File: config.mk
export PLATFORM = sky130hd
export DESIGN_NAME = id_ex_stage_flat
export DESIGN_NICKNAME = d
export VERILOG_FILES = /design/src/rtl/id_ex_if.sv /design/src/rtl/id_ex_stage.sv /design/src/flat_wrapper.sv
export SDC_FILE = /design/constraint.sdc
export NUM_CORES = 1
export LEC_CHECK = 0
export ABC_AREA = 1
export CAP_MARGIN = 20
export CORE_AREA = 2 2 193 195
export CTS_BUF_LIST = sky130_fd_sc_hd__clkbuf_16
export CTS_CLUSTER_SIZE = 12
export DETAILED_ROUTE_END_ITERATION = 8
export DIE_AREA = 0 0 195 197
export GPL_TIMING_DRIVEN = 0
export PLACE_DENSITY_LB_ADDON = 0.3
export SETUP_SLACK_MARGIN = 0.02
export SYNTH_ARGS = -nofsm -noshare
export SYNTH_HDL_FRONTEND = slang
export SYNTH_SLANG_ARGS = --single-unit
File: constraint.sdc
create_clock -name clk -period 6.7 [get_ports clk]
set_input_delay 1.34 -clock clk [delete_from_list [all_inputs] [get_ports clk]]
set_output_delay 1.34 -clock clk [all_outputs]
set_load 0.005 [all_outputs]
File: src/rtl/id_ex_if.sv
// ============================================================================
// id_ex_if -- bundle between the decode/execute environment and id_ex_stage.
//
// Parameters : N    register count (selectors are $clog2(N) bits wide)
//              SIZE datapath word width
//              CW   control-bundle width (bit 0 = is_load)
//
// Signals    : in_valid/in_ready     decode-side handshake
//              ra, rb, rd            source/destination selectors
//              da, db                register-file read data for ra/rb
//              imm, ctrl             decoded immediate and control bundle
//              wb_we, wb_rw, wb_din  write-back port (mirrors register file)
//              flush                 squash the held instruction
//              out_valid/out_ready   execute-side handshake
//              out_a, out_b, out_imm, out_rd, out_ctrl  registered payload
//
// Modports   : master -- environment (drives decode/write-back/out_ready)
//              slave  -- id_ex_stage
// ============================================================================
interface id_ex_if #(
    parameter int N    = 32,
    parameter int SIZE = 64,
    parameter int CW   = 8
);
    localparam int RW = $clog2(N);

    logic            in_valid;
    logic            in_ready;
    logic [RW-1:0]   ra;
    logic [RW-1:0]   rb;
    logic [RW-1:0]   rd;
    logic [SIZE-1:0] da;
    logic [SIZE-1:0] db;
    logic [SIZE-1:0] imm;
    logic [CW-1:0]   ctrl;
    logic            wb_we;
    logic [RW-1:0]   wb_rw;
    logic [SIZE-1:0] wb_din;
    logic            flush;
    logic            out_valid;
    logic            out_ready;
    logic [SIZE-1:0] out_a;
    logic [SIZE-1:0] out_b;
    logic [SIZE-1:0] out_imm;
    logic [RW-1:0]   out_rd;
    logic [CW-1:0]   out_ctrl;

    modport master (
        output in_valid, ra, rb, rd, da, db, imm, ctrl,
               wb_we, wb_rw, wb_din, flush, out_ready,
        input  in_ready, out_valid, out_a, out_b, out_imm, out_rd, out_ctrl
    );

    modport slave (
        input  in_valid, ra, rb, rd, da, db, imm, ctrl,
               wb_we, wb_rw, wb_din, flush, out_ready,
        output in_ready, out_valid, out_a, out_b, out_imm, out_rd, out_ctrl
    );
endinterface

File: src/rtl/id_ex_stage.sv
// ============================================================================
// id_ex_stage -- single-entry ID/EX pipeline register with load-use interlock,
// flush, and optional write-back bypass on operand capture.
//
// Ports      : clk  single clock, rising edge
//              rst  asynchronous, active-high reset
//              bus  id_ex_if.slave (decode handshake, operands, write-back,
//                   flush, execute handshake and registered outputs)
//
// Parameters : N (register count), SIZE (word width), CW (control width,
//              bit 0 = is_load)
//
// Build option: define ID_EX_BYPASS_EN to forward wb_din into out_a/out_b when
//              the write-back targets the source register being read. When
//              undefined, the wb_* inputs are ignored. Register x0 always
//              captures 0 in both builds.
// ============================================================================
module id_ex_stage #(
    parameter int N    = 32,
    parameter int SIZE = 64,
    parameter int CW   = 8
) (
    input  logic    clk,
    input  logic    rst,
    id_ex_if.slave  bus
);
    localparam int RW = $clog2(N);

    logic            out_valid_q;
    logic [SIZE-1:0] out_a_q;
    logic [SIZE-1:0] out_b_q;
    logic [SIZE-1:0] out_imm_q;
    logic [RW-1:0]   out_rd_q;
    logic [CW-1:0]   out_ctrl_q;

    logic            hazard;
    logic            in_ready;
    logic            xfer_in;
    logic            xfer_out;
    logic [SIZE-1:0] a_next;
    logic [SIZE-1:0] b_next;

    // Load-use interlock: the held load's result is not yet available, so an
    // instruction that reads its destination must wait one slot. x0 never
    // creates a dependency.
    assign hazard = out_valid_q && out_ctrl_q[0] && (out_rd_q != '0) &&
                    ((bus.ra == out_rd_q) || (bus.rb == out_rd_q));

    assign in_ready = (!out_valid_q || bus.out_ready) && !hazard && !bus.flush;
    assign xfer_in  = bus.in_valid && in_ready;
    assign xfer_out = out_valid_q && bus.out_ready;

    // Operand selection at capture time.
    always_comb begin
        // NOTE: every always_comb output gets a default first so no path
        // leaves it unassigned, which would infer a latch.
        a_next = bus.da;
        b_next = bus.db;
`ifdef ID_EX_BYPASS_EN
        // A write-back landing this same cycle is not yet visible on da/db.
        if (bus.wb_we && (bus.wb_rw == bus.ra)) a_next = bus.wb_din;
        if (bus.wb_we && (bus.wb_rw == bus.rb)) b_next = bus.wb_din;
`endif
        if (bus.ra == '0) a_next = '0;
        if (bus.rb == '0) b_next = '0;
    end

`ifndef ID_EX_BYPASS_EN
    logic wb_unused;
    assign wb_unused = ^{bus.wb_we, bus.wb_rw, bus.wb_din};
`endif

    // Payload registers load only on transfer-in, so they naturally hold
    // during stalls, bubbles and flushes.
    always_ff @(posedge clk or posedge rst) begin
        // NOTE: the whole payload is reset, not just the valid bit, because
        // all outputs must read 0 while rst is high; non-blocking (<=) keeps
        // every register sampling pre-edge values.
        if (rst) begin
            out_valid_q <= 1'b0;
            out_a_q     <= '0;
            out_b_q     <= '0;
            out_imm_q   <= '0;
            out_rd_q    <= '0;
            out_ctrl_q  <= '0;
        end else begin
            if (bus.flush) begin
                out_valid_q <= 1'b0;
            end else if (xfer_in) begin
                out_valid_q <= 1'b1;
            end else if (xfer_out) begin
                out_valid_q <= 1'b0;
            end

            if (xfer_in) begin
                out_a_q    <= a_next;
                out_b_q    <= b_next;
                out_imm_q  <= bus.imm;
                out_rd_q   <= bus.rd;
                out_ctrl_q <= bus.ctrl;
            end
        end
    end

    assign bus.in_ready  = in_ready;
    assign bus.out_valid = out_valid_q;
    assign bus.out_a     = out_a_q;
    assign bus.out_b     = out_b_q;
    assign bus.out_imm   = out_imm_q;
    assign bus.out_rd    = out_rd_q;
    assign bus.out_ctrl  = out_ctrl_q;

endmodule

File: src/flat_wrapper.sv
// flat-port wrapper written by rule: the top's interface ports become plain ports
module id_ex_stage_flat 
#(
    parameter int N    = 32,
    parameter int SIZE = 64,
    parameter int CW   = 8
)
  (clk, rst, bus_in_valid, bus_ra, bus_rb, bus_rd, bus_da, bus_db, bus_imm, bus_ctrl, bus_wb_we, bus_wb_rw, bus_wb_din, bus_flush, bus_out_ready, bus_in_ready, bus_out_valid, bus_out_a, bus_out_b, bus_out_imm, bus_out_rd, bus_out_ctrl);
  id_ex_if #(.N(N), .SIZE(SIZE), .CW(CW)) bus_i ();
  input  logic clk;
  input  logic rst;
  input wire logic [$bits(bus_i.in_valid)-1:0] bus_in_valid;
  input wire logic [$bits(bus_i.ra)-1:0] bus_ra;
  input wire logic [$bits(bus_i.rb)-1:0] bus_rb;
  input wire logic [$bits(bus_i.rd)-1:0] bus_rd;
  input wire logic [$bits(bus_i.da)-1:0] bus_da;
  input wire logic [$bits(bus_i.db)-1:0] bus_db;
  input wire logic [$bits(bus_i.imm)-1:0] bus_imm;
  input wire logic [$bits(bus_i.ctrl)-1:0] bus_ctrl;
  input wire logic [$bits(bus_i.wb_we)-1:0] bus_wb_we;
  input wire logic [$bits(bus_i.wb_rw)-1:0] bus_wb_rw;
  input wire logic [$bits(bus_i.wb_din)-1:0] bus_wb_din;
  input wire logic [$bits(bus_i.flush)-1:0] bus_flush;
  input wire logic [$bits(bus_i.out_ready)-1:0] bus_out_ready;
  output wire logic [$bits(bus_i.in_ready)-1:0] bus_in_ready;
  output wire logic [$bits(bus_i.out_valid)-1:0] bus_out_valid;
  output wire logic [$bits(bus_i.out_a)-1:0] bus_out_a;
  output wire logic [$bits(bus_i.out_b)-1:0] bus_out_b;
  output wire logic [$bits(bus_i.out_imm)-1:0] bus_out_imm;
  output wire logic [$bits(bus_i.out_rd)-1:0] bus_out_rd;
  output wire logic [$bits(bus_i.out_ctrl)-1:0] bus_out_ctrl;
  assign bus_i.in_valid = bus_in_valid;
  assign bus_i.ra = bus_ra;
  assign bus_i.rb = bus_rb;
  assign bus_i.rd = bus_rd;
  assign bus_i.da = bus_da;
  assign bus_i.db = bus_db;
  assign bus_i.imm = bus_imm;
  assign bus_i.ctrl = bus_ctrl;
  assign bus_i.wb_we = bus_wb_we;
  assign bus_i.wb_rw = bus_wb_rw;
  assign bus_i.wb_din = bus_wb_din;
  assign bus_i.flush = bus_flush;
  assign bus_i.out_ready = bus_out_ready;
  assign bus_in_ready = bus_i.in_ready;
  assign bus_out_valid = bus_i.out_valid;
  assign bus_out_a = bus_i.out_a;
  assign bus_out_b = bus_i.out_b;
  assign bus_out_imm = bus_i.out_imm;
  assign bus_out_rd = bus_i.out_rd;
  assign bus_out_ctrl = bus_i.out_ctrl;
  id_ex_stage #(.N(N), .SIZE(SIZE), .CW(CW)) u_core (.clk(clk), .rst(rst), .bus(bus_i));
endmodule
==> results of run 1 <==
==> power groups by stage <==
stage | clock network [mW] | registers [mW] | logic, mW
CTS | 1.20 | 1.56 | 0.979
detailed placement | 0 | 1.58 | 0.976
floorplan | 0 | 1.58 | 0.297
global route | 1.25 | 1.59 | 1.06
global placement | 0 | 1.58 | 0.960
finish | 1.17 | 1.56 | 0.964
==> worst max-delay path, stage by stage <==
cell	delay (ps)
clkdlybuf4s50_1	520
nor2_1	60
nor2_1	110
nor2_1	40
nand3_1	60
nand2_1	80
nand2_4	180
clkbuf_1	410
nand2_1	90
nor2_1	100
clkdlybuf4s50_1	540
==> Yosys cell counts, drive strengths merged <==
library cell and n:
a21oi 1, clkbuf 61, xnor2 2, dfrtp 206, nand4 205, nand3 7
o21ai 1, nor3 3, nor2 9, nand2 562, inv 143, buf 40
==> sequential cells by signal, indices dropped and copies added (netlist names) <==
signal and flops:
u_core.bus.out_a 64, u_core.bus.out_b 64, u_core.bus.out_ctrl 8, u_core.bus.out_imm 64, u_core.bus.out_rd 5, u_core.bus.out_valid 1
==> per-layer routing <==
layer / wire length (um) / part of all wire [%] / GRT usage [%]
met1: 15690 / 42 / 23.53
met2: 17760 / 47 / 32.75
met3: 3026 / 8.1 / 5.459
met4: 987 / 2.6 / 5.287
met5: 19 / 0.051 / 0
==> layout by cell type (no fill, tap or decap), drive strengths merged <==
cell and count:
clkinv 6, clkinvlp 1, nor3 3, o21ai 1, bufinv 1, a21oi 1
buf 45, nor2 9, xnor2 2, nand2 562, dfrtp 206, nand4 205
diode 1, clkbuf 84, inv 150, nand3 7, clkdlybuf4s50 425
==> cells by family after synthesis <==
family,after synthesis,synth area share (%)
and+or+nand+nor,786,36.18
xor gates and xnor gates,2,0.1817
DFF,206,53.46
AOI/OAI and AO/OA,2,0.1427
buffers and inverters,244,10.03
==> path summary, 6_finish.rpt <==
path | from | to | slack (ps) | depth (start not counted)
hold reg to reg | u_core.bus.out_b[5]$_DFFE_PP0P_ | u_core.bus.out_b[5]$_DFFE_PP0P_ | 470 | 2
setup / recovery | bus_rb[0] | bus_in_ready | 1800 | 11
min in group asynchronous | rst | u_core.bus.out_imm[37]$_DFFE_PP0P_ | 1220 | 2
max in group asynchronous | rst | u_core.bus.out_b[18]$_DFFE_PP0P_ | 4310 | 5
hold / removal | u_core.bus.out_b[5]$_DFFE_PP0P_ | u_core.bus.out_b[5]$_DFFE_PP0P_ | 470 | 2
setup reg to reg | u_core.bus.out_valid$_DFFE_PP0P_ | u_core.bus.out_b[62]$_DFFE_PP0P_ | 3960 | 5
==> cell type report <==
class | instances | area, um^2 | area share, %
flip-flops and latches | 206 | 5155 | 33.80
repair buffers | 430 | 4354 | 28.55
multi-input cells | 790 | 3520 | 23.07
well taps | 468 | 585.6 | 3.839
clock buffers | 23 | 575.6 | 3.773
inverters | 143 | 540.5 | 3.544
plain buffers | 101 | 430.4 | 2.822
clock inverters | 15 | 90.09 | 0.5906
diodes | 1 | 2.502 | 0.01641
==> per-stage QoR <==
stage / util (%) / worst slack [ps]
6_report: 42.07 / 1802
4_1_cts: 42.06 / 1748
2_1_floorplan: - / 2688
5_1_grt: 42.07 / 1549
3_3_place_gp: 39.95 / 857.5
3_5_place_dp: 40.22 / 1767
==> run metrics, run 1 <==
Synth warnings=0; top cells by area, synth=dfrtp_1 (53%), nand2_1 (22%), nand4_1 (13%), inv_1 (5.5%), clkbuf_1 (2.4%); area share of the largest cell type after synthesis=53.46%; final hold violation count=0; dpl cells=2138; Clock Power Share=31.6%; hpwl dp=28150 um; DIE WIDTH=195 um; placed cell areas=14590 um^2; final setup vio count=0; Fin Setup TNS=0 ps; first-pass GRT wire length=57660 um; cts hold-fix bufs=0; Remaining DRCs=0; Tcrit/Tclk final=73.10%; Pint=2.650 mW; worst hold slack=467.1 ps; crit path kind=in2out; io pins=497; worst-skew pair later-pin latency=520 ps; Switching Share=28.18%; Layout Nets=1985; Avg WL per Cell=17.22 um; CP arrival=3560 ps; power density cells=241.9 nW/um^2; Leakage=7.892 nW; max-slew violations=0; HP Class=reg2reg; clock-pin slew on the worst setup and hold paths=60 ps; CTS Sinks=206; Tmin final=4898 ps; Design Area, Final=15250 um^2; Pre-antenna DRT Iters=4; Starting DRT DRC Count=389; fillers=3746; die area=38420 um^2; post-CTS sizing=0; vias per cell=4.565; syn_nets=1530; largest net degree at the start of global routing=41; worst ir drop on vdd=149.2 uV; row cnt=70; Pwr Total=3.690 mW; # H-tree levels=1; Post-CTS Repair Setup Buffers=0; Max Root-Sink Buffers=3; Final Routed Wirelength=37480 um; Netlist cell types=17; Starting Density=26.59%; headroom to the max-slew limit=34.65%; chip height=197 um; Synth Register Bits=206; Yosys top cell by area=dfrtp_1; run status=finished clean; Mapped Avg Cell Area=7.776 um^2; global route overflow=0; via count=9939; CTS Buf Count=23; Max Clk Rate=204.2 MHz; root buf cell=clkbuf_16; Comb pwr share=26.1%; Max FO, Critical Path=10; Final Skew=19.91 ps; NetSw=1.040 mW; Setup crit start kind=input pin; post-route antenna net violation count=0; Crit. End Element=primary output; max-cap viol count=0; Placer Congestion=0.8418; CTS tree=yes; Slew @ Worst Pin=980.2 ps; Critical Path RT=5360 ps; total core area=36260 um^2; share of layout cells above drive strength 1=3.981%; Cells after Synth=1240; initial antenna violation count=3; Finished Layout Cells=2177; input/output buffers=425; RSZ-0062 raised after global routing=false; sequential share of the synthesized area=53.46%; Post-Syn Area=9642 um^2; sequential share of power=42.3%; Area Growth Syn to Fin=58.20%; GRT Total Usage=19.12%; vias in the first global route=10010
Power figures use the tool's default switching activity.
==> run 2, diff against run 1 <==
--- a/config.mk
+++ b/config.mk
@@ -7,11 +7,11 @@
 export LEC_CHECK = 0
 export ABC_AREA = 1
 export CAP_MARGIN = 20
-export CORE_AREA = 2 2 193 195
+export CORE_AREA = 2 2 194 196
 export CTS_BUF_LIST = sky130_fd_sc_hd__clkbuf_16
 export CTS_CLUSTER_SIZE = 12
 export DETAILED_ROUTE_END_ITERATION = 8
-export DIE_AREA = 0 0 195 197
+export DIE_AREA = 0 0 196 198
 export GPL_TIMING_DRIVEN = 0
 export PLACE_DENSITY_LB_ADDON = 0.3
 export SETUP_SLACK_MARGIN = 0.02
==> constraint.sdc (replaced) <==
create_clock -name clk -period 4.8 [get_ports clk]
set_input_delay 0.96 -clock clk [delete_from_list [all_inputs] [get_ports clk]]
set_output_delay 0.96 -clock clk [all_outputs]
set_load 0.005 [all_outputs]
==> run metrics, run 2 (synthesized netlist as in run 1, its figures left out) <==
CTS tree=yes; Area Growth Syn to Fin=58.89%; worst hold path startpoint=u_core.bus.out_imm[54]$_DFFE_PP0P_; final setup vio count=0; Crit. End Element=primary output; io pins=497; most common cell after layout, fill and taps aside=nand2_1; GRT Total Usage=18.90%; Design Area, Final=15320 um^2; clock-pin slew on the worst setup and hold paths=50 ps; hpwl dp=28020 um; Tcrit/Tclk final=85.61%; DIE WIDTH=196 um; Critical Path RT=3840 ps; Tmin final=4109 ps; multi-input logic area=3520 um^2; NetSw=1.470 mW; headroom to the max-slew limit=29.89%; dpl cells=2144; R2R Path End=u_core.bus.out_b[61]$_DFFE_PP0P_; Final Routed Wirelength=37600 um; worst r2r src=u_core.bus.out_valid$_DFFE_PP0P_; power density cells=341.9 nW/um^2; most frequent cells in the layout=nand2_1 (561), clkdlybuf4s50_1 (425), dfrtp_1 (206); input/output buffers=425; vias in the first global route=9803; Max Clk Rate=243.4 MHz; Pint=3.768 mW; Max Root-Sink Buffers=3; first-pass GRT wire length=57090 um; cts hold-fix bufs=0; run status=finished clean; Comb pwr share=25.6%; crit path cell chain=clkdlybuf4s50_1 > nor2_1 > nor2_1 > nor2_1 > nand3_1 > nand2_1 > nand2_4 > clkbuf_1 > nand2_1 > nor2_1 > clkdlybuf4s50_1; Placer Congestion=0.8276; Clock Power Share=32.8%; sink of the worst hold path=u_core.bus.out_imm[54]$_DFFE_PP0P_; Finished Layout Cells=2189; Avg WL per Cell=17.18 um; row cnt=71; Switching Share=28.06%; worst-skew pair later-pin latency=520 ps; sequential share of power=41.6%; share of layout cells above drive strength 1=4.028%; max-slew violations=0; register area=5155 um^2; Starting Density=26.09%; worst ir drop on vdd=199.3 uV; global route overflow=0; most frequent CP cell=nor2_1; largest net degree at the start of global routing=40; Max FO, Critical Path=10; # H-tree levels=1; post-route antenna net violation count=0; Reg2Reg Setup Slack=1980 ps; CP arrival=3150 ps; total core area=36960 um^2; CTS Sinks=206; initial antenna violation count=5; Crit-path slowest cell=clkdlybuf4s50_1; Slew @ Worst Pin=1052 ps; post-CTS sizing=0; Final Skew=14.23 ps; crit path kind=in2out; max-cap viol count=0; Buf/Inv on CP=3; Starting DRT DRC Count=411; RSZ-0062 raised after global routing=false; Layout Nets=1986; worst hold stages=2; Pre-antenna DRT Iters=5; Remaining DRCs=0; CTS Buf Count=24; Top delay family on crit path=buffers and inverters; R2R depth=5; die area=38810 um^2; CP peak stage delay=560 ps; final hold violation count=0; placed cell areas=14590 um^2; vias per cell=4.525; fillers=3822; HP Class=reg2reg; Post-CTS Repair Setup Buffers=0; root buf cell=clkbuf_16; chip height=198 um; Setup crit start kind=input pin; via count=9905; Leakage=7.911 nW
run 2: cell types whose count changed in the layout (fill, tap and decap cells not counted), sizes merged:
| cell | before | now |
|---|---|---|
| diode | 1 | 2 |
| clkinv | 6 | 12 |
| inv | 150 | 147 |
| clkbuf | 84 | 86 |
run 2: how the worst max path moves through the flow:
stage / from / end / cells after the start
after floorplan: rst / u_core.bus.out_a[0]$_DFFE_PP0P_ / 1
after global placement: rst / u_core.bus.out_b[28]$_DFFE_PP0P_ / 2
after detailed placement: bus_rb[0] / bus_in_ready / 11
after CTS: bus_rb[0] / bus_in_ready / 11
after global routing: bus_rb[0] / bus_in_ready / 11
final: bus_rb[0] / bus_in_ready / 11
run 2: area by class of cell:
cell class / instances / share of cell area [%]
Sequential cell: 206 / 33.65
Buffer: 101 / 2.810
Clock buffer: 25 / 4.084
Antenna cell: 2 / 0.03267
Inverter: 143 / 3.528
Multi-Input combinational cell: 790 / 22.97
Tap cell: 474 / 3.871
Timing Repair Buffer: 430 / 28.42
Clock inverter: 18 / 0.6289
run 2: tightest hold or removal path, cell delays in order (launching register included):
cell and delay, ps:
dfrtp_1 340, nand2_1 50, nand2_1 50
run 2: power groups by stage:
stage	clock [mW]	sequential (mW)	combinational, mW
floorplan	0	2.20	0.414
global placement	0	2.20	1.34
detailed placement	0	2.20	1.36
CTS	1.76	2.18	1.37
global route	1.83	2.21	1.48
finish	1.72	2.18	1.34
run 2: routing by layer:
| layer | vias to the layer above | track usage (%) | part of all wire [%] |
|---|---|---|---|
| li1 | 4861 | - | - |
| met4 | 6 | 6.201 | 3.2 |
| met5 | - | 0 | 0.11 |
| met3 | 61 | 5.791 | 7.7 |
| met2 | 321 | 32.29 | 48 |
| met1 | 4656 | 22.72 | 41 |
run 2: through the flow:
| stage | total power, mW | worst slack [ps] | hold slack, ps | TNS [ps] | util [%] |
|---|---|---|---|---|---|
| detailed placement | 3.565 | 653.2 | 457.4 | 0 | 39.49 |
| global route | 5.525 | 425.7 | 487.8 | 0 | 41.45 |
| floorplan | 2.617 | 1168 | 465.4 | 0 | - |
| global placement | 3.543 | -711.9 | 452.6 | -141480 | 39.22 |
| finish | 5.238 | 690.8 | 467.3 | 0 | 41.45 |
| CTS | 5.310 | 646.4 | 471.2 | 0 | 41.44 |
==> run 3, diff against run 2 <==
--- a/config.mk
+++ b/config.mk
@@ -7,11 +7,12 @@
 export LEC_CHECK = 0
 export ABC_AREA = 1
 export CAP_MARGIN = 20
-export CORE_AREA = 2 2 194 196
+export CORE_AREA = 2 2 192 194
 export CTS_BUF_LIST = sky130_fd_sc_hd__clkbuf_16
 export CTS_CLUSTER_SIZE = 12
 export DETAILED_ROUTE_END_ITERATION = 8
-export DIE_AREA = 0 0 196 198
+export DIE_AREA = 0 0 194 196
+export DONT_BUFFER_PORTS = 1
 export GPL_TIMING_DRIVEN = 0
 export PLACE_DENSITY_LB_ADDON = 0.3
 export SETUP_SLACK_MARGIN = 0.02
==> run metrics, run 3 (synthesized netlist as in run 1, its figures left out) <==
DIE WIDTH=194 um; headroom to the max-slew limit=29.73%; Tcrit/Tclk final=69.43%; max-cap viol count=0; worst ir drop on vdd=251.8 uV; Final Routed Wirelength=34220 um; via count=8382; placed cell areas=10350 um^2; RSZ-0062 raised after global routing=false; final hold violation count=0; most common cell after layout, fill and taps aside=nand2_1; # H-tree levels=1; Buf/Inv on CP=2; die area=38020 um^2; CTS tree=yes; chip height=196 um; worst hold slack=405.9 ps; CTS Sinks=206; cts hold-fix bufs=0; pre-CTS setup slack=1217 ps; fillers=3916; post-route antenna net violation count=0; Critical Path RT=3840 ps; Post-CTS Repair Setup Buffers=0; Remaining DRCs=0; total stage count of the critical path=10; Pre-antenna DRT Iters=5; Final Skew=11.69 ps; most frequent CP cell=nand2_1; worst-skew pair later-pin latency=520 ps; GRT Total Usage=17.30%; run status=finished clean; Fin Setup TNS=0 ps; CP arrival=2370 ps; HP Class=in2async; io pins=497; Placer Congestion=0.8544; Max Clk Rate=300.1 MHz; dpl cells=1714; CTS Buf Count=24; Area Growth Syn to Fin=14.52%; post-CTS sizing=0; row cnt=70; Slew @ Worst Pin=1054 ps; initial antenna violation count=1; most frequent cells in the layout=nand2_1 (561), dfrtp_1 (206), nand4_1 (205); CP peak stage delay=540 ps; Pwr Total=4.476 mW; Design Area, Final=11040 um^2; power density cells=405.4 nW/um^2; Crit. End Element=primary output; largest net degree at the start of global routing=40; Max Root-Sink Buffers=3; Finished Layout Cells=1755; share of layout cells above drive strength 1=5.443%; Starting DRT DRC Count=356; clock-pin slew on the worst setup and hold paths=60 ps; Starting Density=26.72%; total core area=36080 um^2; crit path kind=reg2out; R2R depth=5; root buf cell=clkbuf_16; Avg WL per Cell=19.50 um; Setup crit start kind=register; input/output buffers=0; vias in the first global route=8152; global route overflow=0; first-pass GRT wire length=51140 um; Leakage=6.291 nW; vias per cell=4.776; Top delay family on crit path=simple AND/OR/NAND/NOR gates; Layout Nets=1562; post-layout util=30.60%; Crit-path slowest cell=dfrtp_1; final setup vio count=0; Max FO, Critical Path=10; crit path cell chain=inv_1 > nand2_1 > nand2_1 > nor2_1 > nand3_1 > nand2_1 > nand2_4 > clkbuf_1 > nand2_1 > nor2_1; hpwl dp=25760 um; max-slew violations=0; Tmin final=3333 ps; post-route setup slack=1467 ps
==> run 3: changes by cell type in the layout (fill, tap and decap cells not counted), sizes merged <==
cell	previous run	this run
clkinv	12	4
buf	45	46
bufinv	1	0
clkdlybuf4s50	425	0
clkinvlp	1	2
diode	2	1
inv	147	152
==> run 3: worst paths after layout <==
path | startpoint | to | slack (ps)
hold / removal | rst | u_core.bus.out_a[1]$_DFFE_PP0P_ | 410
setup / recovery | u_core.bus.out_rd[4]$_DFFE_PP0P_ | bus_in_ready | 1470
min in group clk | u_core.bus.out_imm[24]$_DFFE_PP0P_ | u_core.bus.out_imm[24]$_DFFE_PP0P_ | 490
max in group asynchronous | rst | u_core.bus.out_b[25]$_DFFE_PP0P_ | 3360
setup reg to reg | u_core.bus.out_valid$_DFFE_PP0P_ | u_core.bus.out_b[61]$_DFFE_PP0P_ | 1940
hold reg to reg | u_core.bus.out_imm[24]$_DFFE_PP0P_ | u_core.bus.out_imm[24]$_DFFE_PP0P_ | 490
==> run 3: routing by layer <==
| layer | wire length, um | up-vias | track usage (%) |
|---|---|---|---|
| li1 | - | 4024 | - |
| met1 | 13400 | 3966 | 20.33 |
| met2 | 16510 | 334 | 29.46 |
| met3 | 3071 | 58 | 6.034 |
| met4 | 1229 | 0 | 5.808 |
| met5 | 0 | - | 0 |
==> run 3: layout make-up <==
cell class / instances / area, um^2 / share of cell area [%]
Sequential cell: 206 / 5155 / 46.69
Multi-Input combinational cell: 790 / 3520 / 31.88
Clock buffer: 25 / 625.6 / 5.666
Tap cell: 468 / 585.6 / 5.303
Inverter: 143 / 540.5 / 4.895
Buffer: 101 / 430.4 / 3.898
Timing Repair Buffer: 6 / 120.1 / 1.088
Clock inverter: 15 / 62.56 / 0.5666
Antenna cell: 1 / 2.502 / 0.02266
==> run 3: report_power, final <==
part / internal (mW) / switching, mW / total [mW]
clock network: 0.926 / 0.718 / 1.64
logic: 0.187 / 0.352 / 0.539
registers: 2.01 / 0.285 / 2.29
==> run 3: worst reg2reg max path, stage by stage (launching register included) <==
cell      delay, ps
dfrtp_1         460
a21oi_2         530
clkbuf_1        850
buf_1           650
nand4_1         200
nand2_1         100
